## src/rtl/move_key_cond_if.sv

```systemverilog
// Signal bundle between the move-key conditioner and its environment:
// game state and raw buttons in, one-hot direction levels and busy out.
interface move_key_cond_if;
    logic [1:0] state;
    logic       btn_up;
    logic       btn_down;
    logic       btn_left;
    logic       btn_right;
    logic       up;
    logic       down;
    logic       left;
    logic       right;
    logic       busy;

    modport master (
        output state, btn_up, btn_down, btn_left, btn_right,
        input  up, down, left, right, busy
    );

    modport slave (
        input  state, btn_up, btn_down, btn_left, btn_right,
        output up, down, left, right, busy
    );
endinterface

```

## src/rtl/move_key_cond.sv

```systemverilog
// Button conditioner for the maze move stage: sync, debounce, one timed pulse per press.
// Define MOVE_KEY_AUTOREPEAT_EN to add auto-repeat pulses while a button stays held.
//
// state | meaning
// IDLE  | outputs 0, waiting for a press event while playing
// EMIT  | latched direction driven high for HOLD_CYCLES cycles
// WAIT  | outputs 0, waiting for full release (or repeat timer expiry)
module move_key_cond #(
    parameter int DEBOUNCE_CYCLES = 250000,
    parameter int HOLD_CYCLES     = 2500000,
    parameter int REPEAT_DELAY    = 5000000
) (
    input  logic           clk,
    input  logic           rst_n,
    move_key_cond_if.slave bus
);
    localparam int CNT_W = $clog2(DEBOUNCE_CYCLES + 1);
    localparam int TMAX  = (HOLD_CYCLES > REPEAT_DELAY) ? HOLD_CYCLES : REPEAT_DELAY;
    localparam int TMR_W = $clog2(TMAX + 1);
    localparam logic [1:0] PLAYING = 2'b10;

    typedef enum logic [1:0] {IDLE, EMIT, WAIT} fsm_t;

    // Bit order everywhere: [3]=up, [2]=down, [1]=left, [0]=right
    logic [3:0]       raw;
    logic [3:0]       sync1;
    logic [3:0]       sync2;
    logic [3:0]       stable;
    logic [3:0]       stable_d;
    logic [CNT_W-1:0] cnt [4];
    logic [3:0]       rise;

    fsm_t             fsm;
    logic [3:0]       dir;
    logic [TMR_W-1:0] timer;
    logic             busy_q;

    function automatic logic [3:0] pick(input logic [3:0] v);
        if (v[3])      return 4'b1000;
        else if (v[2]) return 4'b0100;
        else if (v[1]) return 4'b0010;
        else if (v[0]) return 4'b0001;
        else           return 4'b0000;
    endfunction

    assign raw  = {bus.btn_up, bus.btn_down, bus.btn_left, bus.btn_right};
    assign rise = stable & ~stable_d;

    always_ff @(posedge clk or negedge rst_n) begin
        if (!rst_n) begin
            sync1    <= '0;
            sync2    <= '0;
            stable   <= '0;
            stable_d <= '0;
            for (int i = 0; i < 4; i++) cnt[i] <= '0;
        end else begin
            sync1    <= raw;
            sync2    <= sync1;
            stable_d <= stable;
            for (int i = 0; i < 4; i++) begin
                if (sync2[i] != stable[i]) begin
                    if (cnt[i] == CNT_W'(DEBOUNCE_CYCLES)) begin
                        stable[i] <= ~stable[i];
                        cnt[i]    <= '0;
                    end else begin
                        cnt[i] <= cnt[i] + 1'b1;
                    end
                end else begin
                    cnt[i] <= '0;
                end
            end
        end
    end

    always_ff @(posedge clk or negedge rst_n) begin
        if (!rst_n) begin
            fsm    <= IDLE;
            dir    <= '0;
            timer  <= '0;
            busy_q <= 1'b0;
        end else if (bus.state != PLAYING) begin
            fsm    <= IDLE;
            dir    <= '0;
            timer  <= '0;
            busy_q <= 1'b0;
        end else begin
            case (fsm)
                IDLE: begin
                    if (|rise) begin
                        dir    <= pick(rise);
                        timer  <= TMR_W'(HOLD_CYCLES - 1);
                        fsm    <= EMIT;
                        busy_q <= 1'b1;
                    end
                end
                EMIT: begin
                    if (timer == '0) begin
                        dir <= '0;
                        fsm <= WAIT;
`ifdef MOVE_KEY_AUTOREPEAT_EN
                        timer <= TMR_W'(REPEAT_DELAY - 1);
`endif
                    end else begin
                        timer <= timer - 1'b1;
                    end
                end
                WAIT: begin
                    if (stable == '0) begin
                        fsm    <= IDLE;
                        busy_q <= 1'b0;
                    end
`ifdef MOVE_KEY_AUTOREPEAT_EN
                    else if (timer == '0) begin
                        dir   <= pick(stable);
                        timer <= TMR_W'(HOLD_CYCLES - 1);
                        fsm   <= EMIT;
                    end else begin
                        timer <= timer - 1'b1;
                    end
`endif
                end
                default: begin
                    fsm    <= IDLE;
                    dir    <= '0;
                    busy_q <= 1'b0;
                end
            endcase
        end
    end

    assign bus.up    = dir[3];
    assign bus.down  = dir[2];
    assign bus.left  = dir[1];
    assign bus.right = dir[0];
    assign bus.busy  = busy_q;
endmodule

```

## src/flat_wrapper.sv

```systemverilog
// flat-port wrapper written by rule: the top's interface ports become plain ports
module move_key_cond_flat 
#(
    parameter int DEBOUNCE_CYCLES = 250000,
    parameter int HOLD_CYCLES     = 2500000,
    parameter int REPEAT_DELAY    = 5000000
)
  (clk, rst_n, bus_state, bus_btn_up, bus_btn_down, bus_btn_left, bus_btn_right, bus_up, bus_down, bus_left, bus_right, bus_busy);
  move_key_cond_if bus_i ();
  input  logic clk;
  input  logic rst_n;
  input wire logic [$bits(bus_i.state)-1:0] bus_state;
  input wire logic [$bits(bus_i.btn_up)-1:0] bus_btn_up;
  input wire logic [$bits(bus_i.btn_down)-1:0] bus_btn_down;
  input wire logic [$bits(bus_i.btn_left)-1:0] bus_btn_left;
  input wire logic [$bits(bus_i.btn_right)-1:0] bus_btn_right;
  output wire logic [$bits(bus_i.up)-1:0] bus_up;
  output wire logic [$bits(bus_i.down)-1:0] bus_down;
  output wire logic [$bits(bus_i.left)-1:0] bus_left;
  output wire logic [$bits(bus_i.right)-1:0] bus_right;
  output wire logic [$bits(bus_i.busy)-1:0] bus_busy;
  assign bus_i.state = bus_state;
  assign bus_i.btn_up = bus_btn_up;
  assign bus_i.btn_down = bus_btn_down;
  assign bus_i.btn_left = bus_btn_left;
  assign bus_i.btn_right = bus_btn_right;
  assign bus_up = bus_i.up;
  assign bus_down = bus_i.down;
  assign bus_left = bus_i.left;
  assign bus_right = bus_i.right;
  assign bus_busy = bus_i.busy;
  move_key_cond #(.DEBOUNCE_CYCLES(DEBOUNCE_CYCLES), .HOLD_CYCLES(HOLD_CYCLES), .REPEAT_DELAY(REPEAT_DELAY)) u_core (.clk(clk), .rst_n(rst_n), .bus(bus_i));
endmodule
```

## config.mk

```make
export PLATFORM = sky130hd
export DESIGN_NAME = move_key_cond_flat
export DESIGN_NICKNAME = d
export VERILOG_FILES = /design/src/rtl/move_key_cond_if.sv /design/src/rtl/move_key_cond.sv /design/src/flat_wrapper.sv
export SDC_FILE = /design/constraint.sdc
export NUM_CORES = 1
export LEC_CHECK = 0
export CORE_UTILIZATION = 55
export CTS_CLUSTER_SIZE = 16
export DETAILED_ROUTE_END_ITERATION = 6
export DONT_BUFFER_PORTS = 1
export GPL_TIMING_DRIVEN = 0
export PLACE_DENSITY_LB_ADDON = 0.12
export SYNTH_ARGS = -nofsm -noshare
export SYNTH_HDL_FRONTEND = slang
export SYNTH_SLANG_ARGS = --single-unit
```

## constraint.sdc

```tcl
create_clock -name clk -period 2.25 [get_ports clk]
set_input_delay 0.45 -clock clk [delete_from_list [all_inputs] [get_ports clk]]
set_output_delay 0.45 -clock clk [all_outputs]
set_load 0.02 [all_outputs]
```

==> run metrics, run 1 <==
fin. max-slew vios=0; pre-CTS WS=-0.307 ns; FF+latch area=2950 um2; status=finished with violations; Worst setup EP type=register; vias after detailed routing=4494; register area share after synthesis=50.3%; # diodes=0; PortBufs=0; cell row count=37; Routed WL=12000 um; syn_nets=626; fin crit period=2.19 ns; CTS hold repair buffers=4; area of the multi-input gates=2820 um2; failing checks=negative hold slack; hold violation total from the final report=118; Layout Nets=650; asr flop ratio synth=100%; adder-cell share of the synthesized area=1.92%; VDD IR max=759 uV; vias in the first global route=4429; mux cell area share after synthesis=1.96%; Arr. time, crit path=2.63 ns; hold slack=-0.383 ns; Synth Cell Area=5870 um2; clock latency on the worst-skew pair=0.53 ns; Post-Synth XOR/XNOR Area=9.99%; Final setup viols=0; Least-Margin Pin Slew=0.749 ns; final worst path period share=97.4%; IO Count=13; Final Total Pwr=5.62 mW; full die area=11100 um2; WS Path Type=register to register; H-tree levels=4; antenna viol nets, final=0; Pre-antenna DRT Iters=5; wire per inst=15.3 um; most common cell after layout, fill and taps aside=dfrtp_1; clk_skew=0.00725 ns; Core Region=10300 um2; Leak Pwr=3.02 nW; Clock Tree Root=clkbuf_8; die height=105 um; Starting Density=56.9%; GRT Residual Overflow=0; Area growth syn-to-layout=16.7%; Post-Syn Area per Cell=9.64 um2; DIE WIDTH=105 um; max capacitance violation total=0; CTS buffer count=17; Max clock buf depth=2; initial antenna violation count=0; pin count of the biggest net entering global routing=119; Mapped Cells=609; main combinational cell family by area after synthesis=simple AND/OR/NAND/NOR gates; Total GRT Usage=23.9%; CTS tree=yes; Synth Area in Compound Gates=6.41%; global-route wire length before repair=20800 um; number of synthesized register bits=118; simple-gate share of the synthesized area=26.3%; YS warnings=0; Placer Congestion=0.832; detailed router's first-iteration violation count=248; post-synthesis cell type count=58; post-route setup slack=0.0594 ns; clock-pin slew on the worst setup and hold paths=0.06 ns; Vias/cell=5.75; Max Fclk=456 MHz; power density of the placed cells=820 nW/um2; fill count=804; worst hold path class=input port to async pin; commonest non-fill, non-tap cells in the layout=dfrtp_1, nor2_1, nand2_1, nand3_1, xnor2_1; worst path required time=2.69 ns; critical path peak fanout=9; ratio of cells with drive above 1 in the final layout=10.2%; EDFF count, synth=0; Max-slew headroom=49.4%; # clock sinks=118; critical path launch point type=register; DP Wirelength=7720 um; DRC=0; Primary FF master, synth=dfrtp_1
-- worst max-delay path: stages, from the launching register on --
cell	delay [ns]
dfrtp_1	0.42
inv_1	0.07
ha_1	0.22
nor4b_4	0.22
buf_4	0.19
and4b_1	0.27
nand2_1	0.27
nand4_1	0.24
mux2i_1	0.21
-- synth_stat cells (all sizes together), types with 4 or more instances --
cell	number	share of area, %
clkbuf	14	0.89
xor2	33	4.9
mux2	4	0.77
nor2	104	6.6
mux2i	7	1.2
or4	6	0.89
and2	5	0.53
nor2b	5	0.53
inv	23	1.5
o21ai	10	0.85
or2	6	0.64
xnor2	34	5.1
or3	13	1.4
nor4b	6	1.0
and4	7	1.0
a22o	5	0.75
buf	7	0.72
nor4	15	1.7
nand2	40	2.6
a21oi	15	1.3
and3	9	0.96
nand4	23	2.5
dfrtp	118	50
nand3	35	3.0
ha	9	1.9
nor3	21	1.8
-- registers in the layout, summed over array words and instances (netlist names) --
| name | cells |
|---|---|
| u_core.cnt | 72 |
| u_core.timer | 23 |
| u_core.dir | 4 |
| u_core.stable | 4 |
| u_core.stable_d | 4 |
| u_core.sync1 | 4 |
| u_core.sync2 | 4 |
| u_core.fsm | 2 |
| u_core.bus.busy | 1 |
-- cells by family after synthesis --
logic type               count (synthesis)
AND/OR/NAND/NOR                        304
flip-flops                             118
XOR/XNOR                                67
AO/OA/AOI/OAI                           56
buffers and inverters                   44
multiplexers                            11
adder cells (fa/ha/maj)                  9
-- cell type report --
cell class,instances,area share [%]
multi-input cells,447,41.2
inverters,23,1.26
flip-flops and latches,118,43.1
well taps,136,2.48
repair buffers,8,1.02
plain buffers,18,1.24
clock inverters,8,2.81
clock buffers,24,6.87
-- final timing paths --
kind | startpoint | to | slack [ns] | depth (start not counted)
min in group clk | u_core.sync1[3] | u_core.sync2[3] | 0.35 | 0
worst max register to register | u_core.timer[1] | u_core.timer[15] | 0.06 | 8
worst min register to register | u_core.sync1[3] | u_core.sync2[3] | 0.35 | 0
max in group asynchronous | rst_n | u_core.cnt[45] | 2.46 | 0
worst min-delay path | rst_n | u_core.timer[15] | -0.38 | 0
worst max-delay path | u_core.timer[1] | u_core.timer[15] | 0.06 | 8
-- per-stage QoR --
step                cells  TNS [ns]  hold WS (ns)  instance area [um2]  util [%]
floorplan             609         0         0.154                 5870         -
global placement      745     -1.92         0.157                 6040      58.5
detailed placement    745     -2.54         0.157                 6040      58.5
CTS                   781         0        -0.407                 6770      65.6
global route          782   -0.0103        -0.415                 6850      66.4
finish                782         0        -0.383                 6850      66.4
-- where the power goes --
| part | switching [mW] | internal (mW) | total, mW |
|---|---|---|---|
| clock | 0.935 | 2.11 | 3.05 |
| combinational | 0.212 | 0.147 | 0.358 |
| sequential | 0.0502 | 2.17 | 2.22 |
| total | 1.20 | 4.42 | 5.62 |
-- per-layer routing --
metal,global-route usage [%],share of wire (%),vias to the layer above
met4,9.66,1.5,0
met5,0,0,-
met1,30.3,47,2204
li1,-,-,2176
met3,6.93,4.3,16
met2,38.6,48,98
-- what timing repair did --
action / CTS / global route
endpoints found under the setup margin: 22 / 60
endpoints found under the hold margin: 122 / 118
resized for setup: 4 / 13
buffers inserted: 0 / 4
pin swaps: 0 / 2
Note: power is estimated with default switching activity, not from simulation.
==> inputs of run 2 (changes only) <==
Settings changed: SLEW_MARGIN set to 20.
==> results of run 2 <==
Final layout, timing and power as in run 1 (identical DEF).
==> inputs of run 3 (changes only) <==
Settings changed: ABC_AREA set to 1.
==> run metrics, run 3 <==
main combinational cell family by area after synthesis=simple AND/OR/NAND/NOR gates; CTS buffer count=17; vias after detailed routing=5177; worst path required time=2.57 ns; fin. max-slew vios=0; Synth area leaders=dfrtp_1, nand2_1, nor2_1, inv_1, nand3_1; number of synthesized register bits=118; initial antenna violation count=0; failing checks=negative hold slack; worst stage delay on the critical path=0.40 ns; critical path launch point type=register; hold violation total from the final report=118; final worst path period share=86.5%; DRC=0; unrepaired setup endpoints after global routing=false; max capacitance violation total=0; Max-slew headroom=65.6%; Final Non-Filler Cells=991; power density of the placed cells=775 nW/um2; Post-Syn Area per Cell=7.61 um2; detailed router's first-iteration violation count=322; Mapped Cells=819; Least-Margin Pin Slew=0.516 ns; clk_skew=0.00738 ns; Synth Cell Area=6230 um2; Routed WL=12500 um; Net Switching=1.34 mW; status=finished with violations; Max clock buf depth=2; YS warnings=0; post-cts sizing count=0; Starting Density=57.0%; FF+latch area=2950 um2; final setup TNS=0 ns; synth cell count leaders=nand2_1, nor2_1, dfrtp_1, inv_1, nand3_1; register area share after synthesis=47.4%; Largest Register=u_core.cnt; Comb power frac=7.7%; Pre-antenna DRT Iters=5; clock latency on the worst-skew pair=0.42 ns; DIE WIDTH=108 um; asr flop ratio synth=100%; # diodes=0; WS Path Type=register to register; post-synthesis cell type count=33; wire per inst=12.6 um; die height=108 um; fin crit period=1.95 ns; internal power=4.10 mW; Placer Congestion=0.866; Final Total Pwr=5.44 mW; vias in the first global route=5098; fill count=919; Clock Tree Root=clkbuf_16; Final setup viols=0; crit-path cells=inv_1, ha_1, nand2_2, nor2_4, nand4_4, nand2_4, buf_2, nand2_1, o21ai_0; syn_nets=836; # Post-CTS Setup Buffers=0; VDD IR max=862 uV; area leader, netlist=dfrtp_1; Layout Nets=855; mux cell area share after synthesis=0%; RR Startpoint=u_core.timer[0]; Primary FF master, synth=dfrtp_1; placed cells=959; Worst setup EP type=register; critical path peak fanout=10; most common cell after layout, fill and taps aside=nand2_1; Top Registers=u_core.cnt x72, u_core.timer x23; post-synth top area share=47.4%; full die area=11800 um2; Net Sw Frac=24.7%; Flop pwr share=41.1%; Max Fclk=514 MHz; Arr. time, crit path=2.27 ns; Core Region=10900 um2; Synth Area in Compound Gates=6.02%; cell row count=38; Vias/cell=5.22; IO Count=13; global-route wire length before repair=21900 um; clock-pin slew on the worst setup and hold paths=0.06 ns; most frequent cell after synthesis=nand2_1; H-tree levels=4; Post-Synth XOR/XNOR Area=2.95%; simple-gate share of the synthesized area=34.3%; adder-cell share of the synthesized area=1.81%; area of the multi-input gates=2810 um2; max reg flops=72; pin count of the biggest net entering global routing=119; EDFF count, synth=0; antenna viol nets, final=0; # clock sinks=118; GRT Residual Overflow=0; PortBufs=0; slowest cell on the critical path=dfrtp_1; commonest non-fill, non-tap cells in the layout=nand2_1, nor2_1, dfrtp_1, inv_1, nand3_1; hold slack=-0.278 ns; part of the power in the clock network=51.2%; Area growth syn-to-layout=12.7%; Total GRT Usage=24.0%; DP Wirelength=8630 um; Leak Pwr=3.30 nW; worst hold path class=input port to async pin; Setup crit start=u_core.timer[0]; CTS tree=yes; ratio of cells with drive above 1 in the final layout=6.93%
run 3: worst paths after layout:
kind	to	slack (ns)	cells after the start
setup reg to reg	u_core.timer[14]	0.30	9
setup / recovery	u_core.timer[14]	0.30	9
hold / removal	u_core.cnt[61]	-0.28	0
hold reg to reg	u_core.sync2[0]	0.35	0
min in group clk	u_core.sync1[2]	0.05	0
max in group asynchronous	u_core.fsm[1]	2.31	0
run 3: cell type report:
class / count / area share (%)
Tap cell: 140 / 2.50
Sequential cell: 118 / 42.1
Multi-Input combinational cell: 582 / 40.0
Inverter: 114 / 6.10
Clock buffer: 19 / 6.31
Buffer: 5 / 0.606
Clock inverter: 13 / 2.42
run 3: through the flow:
step | area [um2] | setup WS, ns | hold WS [ns] | util (%)
floorplan | 6230 | 0.630 | 0.154 | -
global placement | 6410 | 0.343 | 0.157 | 58.6
detailed placement | 6410 | 0.327 | 0.157 | 58.6
CTS | 7020 | 0.288 | -0.288 | 64.2
global route | 7020 | 0.0594 | -0.294 | 64.2
finish | 7020 | 0.305 | -0.278 | 64.2
run 3: per-layer routing:
metal / part of all wire [%] / vias up / global-route usage (%)
met3: 4.4 / 15 / 8.08
met4: 1.4 / 0 / 7.53
met5: 0 / - / 0
li1: - / 2659 / -
met2: 48 / 100 / 41.1
met1: 46 / 2403 / 28.2
run 3: cells by family after synthesis:
group / after synthesis
AOI/OAI and AO/OA: 69
xor gates and xnor gates: 21
adders and majority gates: 9
buffers and inverters: 119
DFF: 118
and+or+nand+nor: 483
run 3: power groups by stage:
stage,clock network (mW),registers [mW],logic [mW]
floorplan,0,2.26,0.333
global placement,0,2.27,0.404
detailed placement,0,2.27,0.416
CTS,2.82,2.24,0.422
global route,2.92,2.24,0.489
finish,2.78,2.24,0.420
run 3: critical path: cells and delay by family (launching register included):
kind            cells  cell delay [ns]
fa+ha+maj           1             0.32
flops               1             0.40
buf+inv             2             0.37
compound gates      1             0.09
simple gates        5             0.68
